### config.mk
export PLATFORM = sky130hd
export DESIGN_NAME = adiv5_memap_seq_flat
export DESIGN_NICKNAME = d
export VERILOG_FILES = /design/src/rtl/adiv5_memap_seq_if.sv /design/src/rtl/adiv5_memap_seq.sv /design/src/flat_wrapper.sv
export SDC_FILE = /design/constraint.sdc
export NUM_CORES = 1
export LEC_CHECK = 0
export ABC_AREA = 1
export ABC_CLOCK_PERIOD_IN_PS = 8620
export BUFFER_PORTS_ARGS = -buffer_cell sky130_fd_sc_hd__clkbuf_2
export CAP_MARGIN = 20
export CORE_ASPECT_RATIO = 1.25
export CORE_MARGIN = 10
export CORE_UTILIZATION = 40
export CTS_BUF_LIST = sky130_fd_sc_hd__clkbuf_16
export DETAILED_ROUTE_END_ITERATION = 8
export GPL_TIMING_DRIVEN = 0
export PLACE_DENSITY = 0.58
export SKIP_LAST_GASP = 1
export SLEW_MARGIN = 20
export SYNTH_ARGS = -nofsm -noshare
export SYNTH_HDL_FRONTEND = slang
export SYNTH_SLANG_ARGS = --single-unit
### constraint.sdc
create_clock -name clk -period 8.62 [get_ports clk]
set_clock_uncertainty 0.2 [all_clocks]
set_input_delay 0 -clock clk [delete_from_list [all_inputs] [get_ports clk]]
set_output_delay 0 -clock clk [all_outputs]
set_load 0.02 [all_outputs]
### src/rtl/adiv5_memap_seq_if.sv
// Client request/response channel plus ADIv5 command/response FIFO signals
// of the MEM-AP access sequencer.
interface adiv5_memap_seq_if;
  localparam int unsigned DATA_W = 32;
  localparam int unsigned CMD_W  = 40;
  localparam int unsigned RESP_W = 35;

  logic              req_valid;
  logic              req_ready;
  logic              req_write;
  logic [DATA_W-1:0] req_addr;
  logic [DATA_W-1:0] req_wdata;
  logic              rsp_valid;
  logic              rsp_ready;
  logic [DATA_W-1:0] rsp_rdata;
  logic              rsp_err;
  logic [CMD_W-1:0]  cmd_data;
  logic              cmd_wren;
  logic              cmd_full;
  logic [RESP_W-1:0] resp_data;
  logic              resp_rden;
  logic              resp_empty;

  modport slave (
    input  req_valid, req_write, req_addr, req_wdata, rsp_ready,
           cmd_full, resp_data, resp_empty,
    output req_ready, rsp_valid, rsp_rdata, rsp_err,
           cmd_data, cmd_wren, resp_rden
  );

  modport master (
    output req_valid, req_write, req_addr, req_wdata, rsp_ready,
           cmd_full, resp_data, resp_empty,
    input  req_ready, rsp_valid, rsp_rdata, rsp_err,
           cmd_data, cmd_wren, resp_rden
  );
endinterface

### src/rtl/adiv5_memap_seq.sv
// Turns single 32-bit client accesses into ADIv5 DP/AP command sequences,
// caching the SELECT/CSW setup and the last TAR value between requests.
module adiv5_memap_seq #(
  parameter logic [7:0]  AP_SEL  = 8'h00,
  parameter logic [31:0] CSW_VAL = 32'h23000002
) (
  input logic              clk,
  input logic              rst,
  adiv5_memap_seq_if.slave bus
);
  localparam int unsigned DATA_W = 32;
  localparam int unsigned TAR_W  = 30;
  localparam int unsigned CMD_W  = 40;
  localparam logic [2:0]  STAT_OK = 3'b100;

  typedef enum logic [2:0] {IDLE, SEL, CSW, TAR, DRW, RDBUF, WAIT, DONE} state_t;

  state_t            state, state_d, ret, ret_d;
  logic [1:0]        phase, phase_d;
  logic              init_done, init_done_d, tar_valid, tar_valid_d;
  logic [TAR_W-1:0]  tar_q, tar_q_d;
  logic              lat_write, lat_write_d;
  logic [DATA_W-1:0] lat_addr, lat_addr_d, lat_wdata, lat_wdata_d;
  logic              req_ready, req_ready_d, rsp_valid, rsp_valid_d;
  logic              rsp_err, rsp_err_d, cmd_wren, cmd_wren_d, resp_rden, resp_rden_d;
  logic [DATA_W-1:0] rsp_rdata, rsp_rdata_d;
  logic [CMD_W-1:0]  cmd_data, cmd_data_d, issue_cmd;

  assign bus.req_ready = req_ready;
  assign bus.rsp_valid = rsp_valid;
  assign bus.rsp_rdata = rsp_rdata;
  assign bus.rsp_err   = rsp_err;
  assign bus.cmd_data  = cmd_data;
  assign bus.cmd_wren  = cmd_wren;
  assign bus.resp_rden = resp_rden;

  // First step of a sequence given the cached debug-port setup.
  function automatic state_t route(input logic init, input logic tv,
                                   input logic [TAR_W-1:0] tq, input logic [DATA_W-1:0] addr);
    if (!init) return SEL;
    if (!tv || ({tq, 2'b00} != addr)) return TAR;
    return DRW;
  endfunction

  // Command word {DATA, ADDR[5:0], APnDP, RnW} for the current issue state.
  always_comb begin
    issue_cmd = '0;
    case (state)
      SEL:     issue_cmd = {AP_SEL, 24'h0, 6'd2, 1'b0, 1'b0};
      CSW:     issue_cmd = {CSW_VAL, 6'd0, 1'b1, 1'b0};
      TAR:     issue_cmd = {lat_addr, 6'd1, 1'b1, 1'b0};
      DRW:     issue_cmd = {(lat_write ? lat_wdata : 32'h0), 6'd3, 1'b1, ~lat_write};
      RDBUF:   issue_cmd = {32'h0, 6'd3, 1'b0, 1'b1};
      default: issue_cmd = '0;
    endcase
  end

  always_comb begin
    state_d     = state;
    ret_d       = ret;
    phase_d     = phase;
    init_done_d = init_done;
    tar_valid_d = tar_valid;
    tar_q_d     = tar_q;
    lat_write_d = lat_write;
    lat_addr_d  = lat_addr;
    lat_wdata_d = lat_wdata;
    rsp_rdata_d = rsp_rdata;
    rsp_err_d   = rsp_err;
    cmd_data_d  = cmd_data;
    cmd_wren_d  = 1'b0;
    resp_rden_d = 1'b0;

    case (state)
      IDLE: begin
        if (bus.req_valid && req_ready) begin
          lat_write_d = bus.req_write;
          lat_addr_d  = bus.req_addr & ~32'h3;
          lat_wdata_d = bus.req_wdata;
          state_d     = route(init_done, tar_valid, tar_q, bus.req_addr & ~32'h3);
        end
      end
      SEL, CSW, TAR, DRW, RDBUF: begin
        if (!bus.cmd_full) begin
          cmd_wren_d = 1'b1;
          cmd_data_d = issue_cmd;
          ret_d      = state;
          phase_d    = 2'd0;
          state_d    = WAIT;
        end
      end
      WAIT: begin
        // phase 0: wait for a response, 1: read strobe out, 2: response data valid
        case (phase)
          2'd0: begin
            if (!bus.resp_empty) begin
              resp_rden_d = 1'b1;
              phase_d     = 2'd1;
            end
          end
          2'd1: phase_d = 2'd2;
          default: begin
            phase_d = 2'd0;
            if (bus.resp_data[2:0] != STAT_OK) begin
              state_d     = DONE;
              rsp_err_d   = 1'b1;
              rsp_rdata_d = '0;
              init_done_d = 1'b0;
              tar_valid_d = 1'b0;
            end else begin
              case (ret)
                SEL: state_d = CSW;
                CSW: begin
                  init_done_d = 1'b1;
                  state_d     = route(1'b1, tar_valid, tar_q, lat_addr);
                end
                TAR: begin
                  tar_q_d     = lat_addr[31:2];
                  tar_valid_d = 1'b1;
                  state_d     = DRW;
                end
                DRW: begin
                  if (lat_write) begin
                    state_d     = DONE;
                    rsp_err_d   = 1'b0;
                    rsp_rdata_d = '0;
                  end else begin
                    state_d = RDBUF;
                  end
                end
                default: begin
                  state_d     = DONE;
                  rsp_err_d   = 1'b0;
                  rsp_rdata_d = bus.resp_data[34:3];
                end
              endcase
            end
          end
        endcase
      end
      DONE: begin
        if (bus.rsp_ready) state_d = IDLE;
      end
      default: state_d = IDLE;
    endcase

    req_ready_d = (state_d == IDLE);
    rsp_valid_d = (state_d == DONE);
  end

  always_ff @(posedge clk or posedge rst) begin
    if (rst) begin
      state     <= IDLE;
      ret       <= IDLE;
      phase     <= 2'd0;
      init_done <= 1'b0;
      tar_valid <= 1'b0;
      tar_q     <= '0;
      lat_write <= 1'b0;
      lat_addr  <= '0;
      lat_wdata <= '0;
      req_ready <= 1'b0;
      rsp_valid <= 1'b0;
      rsp_rdata <= '0;
      rsp_err   <= 1'b0;
      cmd_data  <= '0;
      cmd_wren  <= 1'b0;
      resp_rden <= 1'b0;
    end else begin
      state     <= state_d;
      ret       <= ret_d;
      phase     <= phase_d;
      init_done <= init_done_d;
      tar_valid <= tar_valid_d;
      tar_q     <= tar_q_d;
      lat_write <= lat_write_d;
      lat_addr  <= lat_addr_d;
      lat_wdata <= lat_wdata_d;
      req_ready <= req_ready_d;
      rsp_valid <= rsp_valid_d;
      rsp_rdata <= rsp_rdata_d;
      rsp_err   <= rsp_err_d;
      cmd_data  <= cmd_data_d;
      cmd_wren  <= cmd_wren_d;
      resp_rden <= resp_rden_d;
    end
  end
endmodule

### src/flat_wrapper.sv
// flat-port wrapper written by rule: the top's interface ports become plain ports
module adiv5_memap_seq_flat 
#(
  parameter logic [7:0]  AP_SEL  = 8'h00,
  parameter logic [31:0] CSW_VAL = 32'h23000002
)
  (clk, rst, bus_req_valid, bus_req_write, bus_req_addr, bus_req_wdata, bus_rsp_ready, bus_cmd_full, bus_resp_data, bus_resp_empty, bus_req_ready, bus_rsp_valid, bus_rsp_rdata, bus_rsp_err, bus_cmd_data, bus_cmd_wren, bus_resp_rden);
  adiv5_memap_seq_if bus_i ();
  input logic clk;
  input logic rst;
  input wire logic [$bits(bus_i.req_valid)-1:0] bus_req_valid;
  input wire logic [$bits(bus_i.req_write)-1:0] bus_req_write;
  input wire logic [$bits(bus_i.req_addr)-1:0] bus_req_addr;
  input wire logic [$bits(bus_i.req_wdata)-1:0] bus_req_wdata;
  input wire logic [$bits(bus_i.rsp_ready)-1:0] bus_rsp_ready;
  input wire logic [$bits(bus_i.cmd_full)-1:0] bus_cmd_full;
  input wire logic [$bits(bus_i.resp_data)-1:0] bus_resp_data;
  input wire logic [$bits(bus_i.resp_empty)-1:0] bus_resp_empty;
  output wire logic [$bits(bus_i.req_ready)-1:0] bus_req_ready;
  output wire logic [$bits(bus_i.rsp_valid)-1:0] bus_rsp_valid;
  output wire logic [$bits(bus_i.rsp_rdata)-1:0] bus_rsp_rdata;
  output wire logic [$bits(bus_i.rsp_err)-1:0] bus_rsp_err;
  output wire logic [$bits(bus_i.cmd_data)-1:0] bus_cmd_data;
  output wire logic [$bits(bus_i.cmd_wren)-1:0] bus_cmd_wren;
  output wire logic [$bits(bus_i.resp_rden)-1:0] bus_resp_rden;
  assign bus_i.req_valid = bus_req_valid;
  assign bus_i.req_write = bus_req_write;
  assign bus_i.req_addr = bus_req_addr;
  assign bus_i.req_wdata = bus_req_wdata;
  assign bus_i.rsp_ready = bus_rsp_ready;
  assign bus_i.cmd_full = bus_cmd_full;
  assign bus_i.resp_data = bus_resp_data;
  assign bus_i.resp_empty = bus_resp_empty;
  assign bus_req_ready = bus_i.req_ready;
  assign bus_rsp_valid = bus_i.rsp_valid;
  assign bus_rsp_rdata = bus_i.rsp_rdata;
  assign bus_rsp_err = bus_i.rsp_err;
  assign bus_cmd_data = bus_i.cmd_data;
  assign bus_cmd_wren = bus_i.cmd_wren;
  assign bus_resp_rden = bus_i.resp_rden;
  adiv5_memap_seq #(.AP_SEL(AP_SEL), .CSW_VAL(CSW_VAL)) u_core (.clk(clk), .rst(rst), .bus(bus_i));
endmodule
==> flow_summary.ini, run 1 <==
[final_layout]
drive_gt1_share_pct = 23.7
nNetsFinal = 1378
n_antenna_cell = 0
area_growth_syn_to_layout_pct = 34.7
final_util_pct = 55.2

[cts]
cts_htree_levels = 4
clk_pin_slew_worst_paths_ns = 0.07
clockBufferDepth = 2
cts_sinks = 176
cts_root_buf = clkbuf_16
clock_latency_ns = 0.43
cts-buffers-inserted = 17
cts_tree = yes

[detailed_routing]
route.met2.wl_um = 12900
first_pass_iters = 4
drc = 0
m1WireLength_um = 11200
drtIter0Drc = 456
met3_length_um = 1560
ant_nets = 0
routed_wl_um = 26200
highest_layer = met4
vias_per_cell = 4.79
num_vias = 7440
wl_per_cell_um = 16.9

[critical_path]
crit_fanout = 3
cp.required_ns = 8.73
endpoint_kind = register
critical_path_arrival_ns = 2.78
worst_setup_path_start_kind = register
critPathKind = register to register

[place]
dp_slack_ns = 6.26
gp_congestion = 0.875
numPortBuffers = 176
dpl.hpwl_um = 19100

[logic_synthesis]
netlist_area_sq_mm = 0.00832
ys_ff_latch = 176
postSynthCellCount = 964
synth_warnings = 0
synth-async-reset-ratio_pct = 100
synth_commonest_cells = nand2_1, dfrtp_1, inv_1
synth_top_area_cell = dfrtp_1
synthTopCellsByArea = dfrtp_1, nand2_1, inv_1
syn_avg_cell_area_sq_um = 8.63
synthFlopType = dfrtp_1
synth_cell_types = 37
synth-edff-count = 0
synth_top_cell_area_share_pct = 52.9
yosysSeqAreaShare_pct = 52.9
synth.most_common_cell = nand2_1

[power_and_ir_drop]
p_clk_share_pct = 26.2
combPwrFrac_pct = 33.7
ir_worst_vdd_mv = 0.152
intPower_mw = 1.76
cellLeakagePower_nw = 5.76
p_per_area_mw_per_mm2 = 254
p_seq_share_pct = 40.1
p_sw_share_pct = 38.1
switchingPower_mw = 1.09

[floorplan]
dieArea_sq_mm = 0.0270
io_pins = 183
die_x_um = 149
start_util_pct = 41.0
die_h_um = 181
core_area_sq_mm = 0.0203
rows = 58

[sta]
finalSetupViolations = 0
tightest_slew_ns = 0.711
fin_crit_sh_pct = 31.0
rsz0062_at_grt = false
slew_viol_final = 0
setup_ws_ns = 5.95
slew_headroom_pct = 52.6
period_needed_ns = 2.67
hold_viol_final = 0
setup_tns_ns = 0
fmax_mhz = 375

[global_routing]
grt_overflow = 0
grtUsageTotal_pct = 19.6
grt_pass1_wl_um = 42000
antenna_found_initial = 0
grt_max_degree = 93
grt_pass1_vias = 7750

[outcome]
outcome = complete, no violations

[min_path]
min_path_type = primary input to asynchronous set/reset pin

[run]
maxCapViolations = 0
## power groups by stage
stage / clock network (mW) / logic (mW) / registers [mW]
floorplan: 0 / 0.528 / 1.24
global placement: 0 / 0.910 / 1.15
detailed placement: 0 / 0.923 / 1.16
CTS: 0.766 / 0.974 / 1.14
global route: 0.800 / 1.08 / 1.17
finish: 0.747 / 0.960 / 1.14
## logic make-up after synthesis
group	synth area share, %
muxes	3.25
adders and majority gates	0.451
DFF	52.9
buffers and inverters	7.77
other	0.0451
and+or+nand+nor	20.8
AOI/OAI and AO/OA	12.1
xor gates and xnor gates	2.63
## per-layer routing
metal	up-vias	track usage (%)
li1	3693	-
met1	3518	23.9
met2	204	33.0
met3	25	4.75
met4	0	6.29
met5	-	0
## final cells by class
class | instances | area (sq um)
clock buffers | 17 | 425
flip-flops and latches | 176 | 4400
multi-input cells | 634 | 3280
fillers | 1925 | 9110
repair buffers | 283 | 1970
well taps | 270 | 338
clock inverters | 15 | 134
inverters | 113 | 435
plain buffers | 44 | 219
## through the flow
step                      power (mW)  area, sq um  hold WS [ns]  std cells
after floorplan                 1.76         8330        -0.134        967
after global placement          2.06         9550      -0.00956       1413
after detailed placement        2.08         9590       -0.0562       1414
after CTS                       2.88        11200        0.0419       1552
after global routing            3.05        11200        0.0704       1552
final                           2.85        11200        0.0263       1552
## critical path, cell delays in order, from the launching register on
cell and delay [ns]:
dfrtp_1 0.41, xnor2_1 0.26, nand2_1 0.09, nor2_1 0.15
nand2_1 0.06, nor2_1 0.28, nand3_1 0.14, nand2_1 0.11
nand3_1 0.06, nand2_1 0.07, dlygate4sd3_1 0.57, inv_1 0.05
nand2_1 0.06, nor2_1 0.04
## worst paths after layout
| path | from | to | slack (ns) | cells after the start |
|---|---|---|---|---|
| setup reg to reg | u_core.tar_q[14] | u_core.bus.rsp_valid | 5.95 | 13 |
| hold reg to reg | u_core.bus.cmd_data[3] | u_core.bus.cmd_data[3] | 0.29 | 2 |
| setup / recovery | u_core.tar_q[14] | u_core.bus.rsp_valid | 5.95 | 13 |
| min in group clk | bus_resp_empty | u_core.bus.resp_rden | 0.13 | 3 |
| max in group asynchronous | rst | u_core.bus.cmd_data[36] | 7.32 | 4 |
| hold / removal | rst | u_core.lat_wdata[21] | 0.03 | 3 |
## placed cells by master (no fill, tap or decap), types with 10 or more instances in the layout
cell           count
nand2_1          263
clkbuf_2         176
dfrtp_1          176
dlygate4sd3_1    106
inv_1            101
nor2_1            68
nand3_1           67
o21ai_0           57
a21oi_1           35
o21ai_1           31
xnor2_1           24
mux2_2            24
o211ai_2          20
buf_2             19
clkbuf_1          17
clkbuf_16         17
inv_2             10
## registers in the layout (all words and copies together), names as in the netlist, 2 cells and up
signal and cells:
u_core.state 3, u_core.phase 2, u_core.lat_addr 30, u_core.ret 3
u_core.tar_q 30, u_core.bus.cmd_data 36, u_core.lat_wdata 32, u_core.bus.rsp_rdata 32
## timing repair
action | in CTS | in global routing
buffers inserted | 0 | 0
endpoints found under the hold margin | 197 | 0
hold buffers | 106 | 0
gates resized for setup | 0 | 0
No activity file was read; power rests on OpenSTA's default activity.
==> inputs of run 2 (changes only) <==
ABC_CLOCK_PERIOD_IN_PS = 2200   (was 8620)
PLACE_DENSITY = 0.6   (was 0.58)
clock period = 2.2 ns   (was 8.62 ns; I/O delays follow)
==> flow_summary.ini, run 2 (synthesized netlist as in run 1, its figures left out) <==
[outcome]
outcome = complete, no violations

[sta]
slew_headroom_pct = 62.6
setup_ws_ns = 0.105
period_needed_ns = 2.10
fmax_mhz = 477
fin_crit_sh_pct = 95.2
tightest_slew_ns = 0.561
finalSetupViolations = 0
rsz0062_at_grt = false
hold_viol_final = 0
slew_viol_final = 0

[floorplan]
rows = 58
dieArea_sq_mm = 0.0270
die_x_um = 149
core_area_sq_mm = 0.0203
start_util_pct = 41.0
die_h_um = 181
io_pins = 183

[power_and_ir_drop]
p_clk_share_pct = 26.8
ir_worst_vdd_mv = 0.552
p_seq_share_pct = 39.9
cellLeakagePower_nw = 5.82
switchingPower_mw = 4.30
intPower_mw = 6.93
p_per_area_mw_per_mm2 = 992
combPwrFrac_pct = 33.3
finalPower_mw = 11.2
p_sw_share_pct = 38.2

[critical_path]
r2r_slack_ns = 0.10
crit_fanout = 10
startpoint = u_core.state[2]
crit_chain = nor2_1, a21oi_2, inv_2, nor2_8, nand2_4, clkinv_2, nand2_4, buf_6, o211ai_2
cpMaxStageDelayCell = dfrtp_2
endpoint_kind = register
crit_family = simple AND/OR/NAND/NOR gates
worstSetupEndpoint = u_core.bus.cmd_data[28]
critical_path_arrival_ns = 2.22
cp.required_ns = 2.32
r2r_end = u_core.bus.cmd_data[28]
crit_cells = 9
worst_setup_path_start_kind = register
reg2reg_from = u_core.state[2]
worst-path-buf-inv = 3
reg2reg_depth = 9
critPathMostFrequentCell = nand2_4
critPathKind = register to register
max_stage_delay_ns = 0.48

[place]
dp_cells = 1419
gp_congestion = 0.840
post_dp_cell_area_sq_mm = 0.00968
dp_slack_ns = -0.109
numPortBuffers = 176
dpl.hpwl_um = 19500

[global_routing]
grt_pass1_vias = 7770
antenna_found_initial = 0
grt_pass1_wl_um = 41800
grt_max_degree = 34
grtUsageTotal_pct = 19.5
grt_overflow = 0

[final_layout]
reg_top3 = u_core.bus.cmd_data (36), u_core.bus.rsp_rdata (32), u_core.lat_wdata (32)
mostFrequentLayoutCells = nand2_1, clkbuf_2, dfrtp_1
largest_reg_flops = 36
regMostFlops = u_core.bus.cmd_data
fin_cells = 1554
nNetsFinal = 1380
mostFrequentLayoutCell = nand2_1
n_antenna_cell = 0
drive_gt1_share_pct = 25.4
area_growth_syn_to_layout_pct = 36.1
fin_area_sq_mm = 0.0113

[cts]
clk_pin_slew_worst_paths_ns = 0.08
cts-buffers-inserted = 17
cts_root_buf = clkbuf_16
clock_latency_ns = 0.43
cts_sinks = 176
cts_tree = yes
clockBufferDepth = 2
cts_htree_levels = 4

[detailed_routing]
first_pass_iters = 4
drc = 0
routed_wl_um = 26100
ant_nets = 0
vias_per_cell = 4.81
wl_per_cell_um = 16.8
num_vias = 7470
drtIter0Drc = 403

[run]
maxCapViolations = 0

[min_path]
min_path_type = primary input to register
hold_path_startpoint = bus_req_wdata[26]
[run 2: final cells by class]
type | instances | area [sq um]
clock inverters | 15 | 150
repair buffers | 285 | 2040
fillers | 1895 | 8990
flip-flops and latches | 176 | 4410
clock buffers | 17 | 425
multi-input cells | 634 | 3290
well taps | 270 | 338
inverters | 113 | 432
plain buffers | 44 | 243
[run 2: power by group through the flow]
stage          logic [mW]  clock network [mW]  registers, mW
4_1_cts              3.78                3.07           4.48
5_1_grt              4.20                3.20           4.58
6_report             3.74                3.01           4.48
3_5_place_dp         3.62                   0           4.53
2_1_floorplan        2.07                   0           4.84
3_3_place_gp         3.55                   0           4.52
[run 2: layer usage]
metal | routed length, um | share of wire, % | GRT usage [%]
met3 | 1630 | 6.3 | 4.80
met1 | 10800 | 42 | 22.8
met2 | 13000 | 50 | 33.8
met4 | 579 | 2.2 | 6.37
met5 | 0 | 0 | 0
[run 2: how the worst min path moves through the flow]
stage                                to  depth (start not counted)
3_3_place_gp       u_core.bus.resp_rden                          2
3_5_place_dp   u_core.bus.rsp_rdata[17]                          2
6_report           u_core.lat_wdata[26]                          3
5_1_grt            u_core.lat_wdata[13]                          3
4_1_cts            u_core.bus.resp_rden                          3
2_1_floorplan      u_core.bus.resp_rden                          1
[run 2: metrics by stage]
step	TNS, ns	hold slack [ns]	util, %
5_1_grt	0	0.136	55.7
3_3_place_gp	-267.17	-0.00899	47.0
4_1_cts	0	0.0932	55.6
2_1_floorplan	-44.46	-0.134	-
3_5_place_dp	-1.92	-0.213	47.7
6_report	0	0.120	55.7
[run 2: repair_timing]
action	4_1_cts	5_1_grt
hold buffers	103	0
endpoints found under the setup margin	61	112
gates resized for setup	6	19
buffers inserted	0	0
endpoints found under the hold margin	197	0
[run 2: worst min-delay path, stage by stage]
cell,delay [ns]
dlygate4sd3_1,0.52
clkbuf_2,0.09
mux2_2,0.13
==> inputs of run 3 (changes only) <==
ABC_AREA = default   (was 1)
CTS_BUF_LIST = default   (was sky130_fd_sc_hd__clkbuf_16)
PLACE_DENSITY = default   (was 0.6)
PLACE_DENSITY_LB_ADDON = 0.15   (was default)
==> flow_summary.ini, run 3 <==
[outcome]
outcome = finished, violations left
violations = setup timing

[place]
gp_congestion = 0.846
dpl.hpwl_um = 17000
post_dp_cell_area_sq_mm = 0.00903
numPortBuffers = 176
dp_cells = 1019

[critical_path]
r2r_end = u_core.bus.rsp_valid
critPathKind = register to register
endpoint_kind = register
r2r_slack_ns = -0.05
cp.required_ns = 2.37
worst_setup_path_start_kind = register
startpoint = u_core.tar_q[26]
reg2reg_from = u_core.tar_q[26]
crit_fanout = 3
reg2reg_depth = 7
critical_path_arrival_ns = 2.42

[final_layout]
regMostFlops = u_core.bus.cmd_data
area_growth_syn_to_layout_pct = 45.0
mostFrequentLayoutCells = clkbuf_2, dfrtp_1, dlygate4sd3_1
fillers = 1565
mostFrequentLayoutCell = clkbuf_2
final_util_pct = 59.4
fin_cells = 1172
reg_top3 = u_core.bus.cmd_data (36), u_core.bus.rsp_rdata (32), u_core.lat_wdata (32)
fin_area_sq_mm = 0.0112
nNetsFinal = 1035
largest_reg_flops = 36
drive_gt1_share_pct = 41.9

[detailed_routing]
drc = 0
num_vias = 6141
vias_per_cell = 5.24
drtIter0Drc = 461
ant_nets = 0
wl_per_cell_um = 20.0
first_pass_iters = 5
routed_wl_um = 23500

[logic_synthesis]
ys_ff_latch = 176
yosys.area_share.simple_pct = 6.55
synth_top_cell_area_share_pct = 57.1
synth-edff-count = 0
synthFlopType = dfrtp_1
synth_top_family_by_area = multiplexers
synth_cell_types = 54
synth_xor_area_share_pct = 6.81
synth_commonest_cells = dfrtp_1, mux2_2, xnor2_1
synthTopCellsByArea = dfrtp_1, mux2_2, xnor2_1
postSynthCellCount = 602
syn_avg_cell_area_sq_um = 12.8
synth-async-reset-ratio_pct = 100
synth_fa_ha_area_share_pct = 0.486
synthMuxAreaShare_pct = 13.0
synth.most_common_cell = dfrtp_1
yosysSeqAreaShare_pct = 57.1
netlist_area_sq_mm = 0.00772
synth_warnings = 0
synth-compound-area-share_pct = 11.9
synth_top_area_cell = dfrtp_1

[power_and_ir_drop]
p_seq_share_pct = 41.7
ir_worst_vdd_mv = 0.551
cellLeakagePower_nw = 5.70
switchingPower_mw = 4.08
combPwrFrac_pct = 32.8
p_clk_share_pct = 25.5
p_sw_share_pct = 35.6
p_per_area_mw_per_mm2 = 1030
intPower_mw = 7.40

[cts]
cts_root_buf = clkbuf_16
cts_tree = yes
cts_htree_levels = 4
clockBufferDepth = 2
cts-buffers-inserted = 17
clk_pin_slew_worst_paths_ns = 0.07
cts_sinks = 176
clock_latency_ns = 0.43

[sta]
slew_headroom_pct = 58.0
fmax_mhz = 445
hold_viol_final = 0
period_needed_ns = 2.25
slew_viol_final = 0
tightest_slew_ns = 0.628
finalSetupViolations = 2
holdWs_ns = 0.0336
rsz0062_at_grt = true
setup_ws_ns = -0.0480
setup_tns_ns = -0.0599
fin_crit_sh_pct = 102

[global_routing]
antenna_found_initial = 1
grt_overflow = 0
grtUsageTotal_pct = 18.8
grt_max_degree = 36
grt_pass1_vias = 6690
grt_pass1_wl_um = 37100

[run]
maxCapViolations = 0

[floorplan]
die_h_um = 175
io_pins = 183
die_x_um = 144
core_area_sq_mm = 0.0188
rows = 56
start_util_pct = 40.9
dieArea_sq_mm = 0.0253

[min_path]
hold_path_startpoint = bus_rsp_ready
whs_endpoint = u_core.state[1]
worstHoldPathCells = 5
min_path_type = primary input to register
run 3: cell types whose count changed after synthesis, sizes merged, moves of 23 or more:
cell,change
a21oi,-28
a222oi,+27
a22o,+33
inv,-74
mux2,+65
nand2,-244
nand3,-59
nor2,-63
o211ai,-23
o21ai,-74
xnor2,+28
run 3: repair_timing:
action | in CTS | in global routing
setup buffers | 8 | 7
setup endpoints to repair | 163 | 131
pin swaps | 8 | 9
gates resized for setup | 48 | 59
gates cloned | 1 | 2
endpoints found under the hold margin | 207 | 0
hold buffers | 102 | 0
run 3: worst max-delay path by stage:
| stage | end | slack, ns |
|---|---|---|
| 5_1_grt | u_core.bus.rsp_valid | -0.17 |
| 3_3_place_gp | u_core.lat_wdata[12] | -1.25 |
| 3_5_place_dp | u_core.bus.cmd_data[29] | -0.67 |
| 2_1_floorplan | u_core.bus.cmd_data[0] | -0.25 |
| 4_1_cts | u_core.bus.rsp_valid | -0.02 |
| 6_report | u_core.bus.rsp_valid | -0.05 |
run 3: power by group through the flow:
stage / Combinational [mW] / Clock, mW / Sequential, mW
finish: 3.76 / 2.93 / 4.79
global route: 4.11 / 3.16 / 4.91
CTS: 3.61 / 3.01 / 4.77
detailed placement: 3.29 / 0 / 4.83
global placement: 3.23 / 0 / 4.78
floorplan: 1.83 / 0 / 5.05
run 3: final cells by class:
class	instances	area, sq um	area share (%)
Sequential cell	176	4410	39.4
Multi-Input combinational cell	357	3270	29.3
Timing Repair Buffer	302	2210	19.7
Clock buffer	19	443	3.96
Tap cell	232	290	2.59
Buffer	34	277	2.47
Inverter	38	158	1.41
Clock inverter	13	126	1.13
Antenna cell	1	2.50	0.0224
run 3: logic make-up (layout without fill, tap and decap cells):
| logic type | Yosys count | count (layout) |
|---|---|---|
| buffers and inverters | 72 | 406 |
| XOR/XNOR | 60 | 60 |
| AO/OA/AOI/OAI | 113 | 113 |
| adder cells (fa/ha/maj) | 3 | 3 |
| flip-flops | 176 | 176 |
| other | 1 | 5 |
| multiplexers | 89 | 89 |
| AND/OR/NAND/NOR | 88 | 88 |
run 3: routing by layer:
metal,track usage (%),share of wire (%),vias to the layer above
met5,0,0,-
li1,-,-,2842
met4,4.68,1.4,0
met1,21.8,40,3086
met2,33.4,53,193
met3,4.80,5.9,20
run 3: metrics by stage:
step                power [mW]  setup slack (ns)
floorplan                 6.87            -0.253
global placement          8.01             -1.25
detailed placement        8.12            -0.667
CTS                       11.4           -0.0203
global route              12.2            -0.166
finish                    11.5           -0.0480
run 3: critical path: stages, from the launching register on:
cell     delay [ns]
dfrtp_1        0.42
xnor2_2        0.22
nand4_1        0.17
nor4_4         0.41
nand2_1        0.15
o21a_1         0.21
nor3_2         0.22
and3_1         0.18
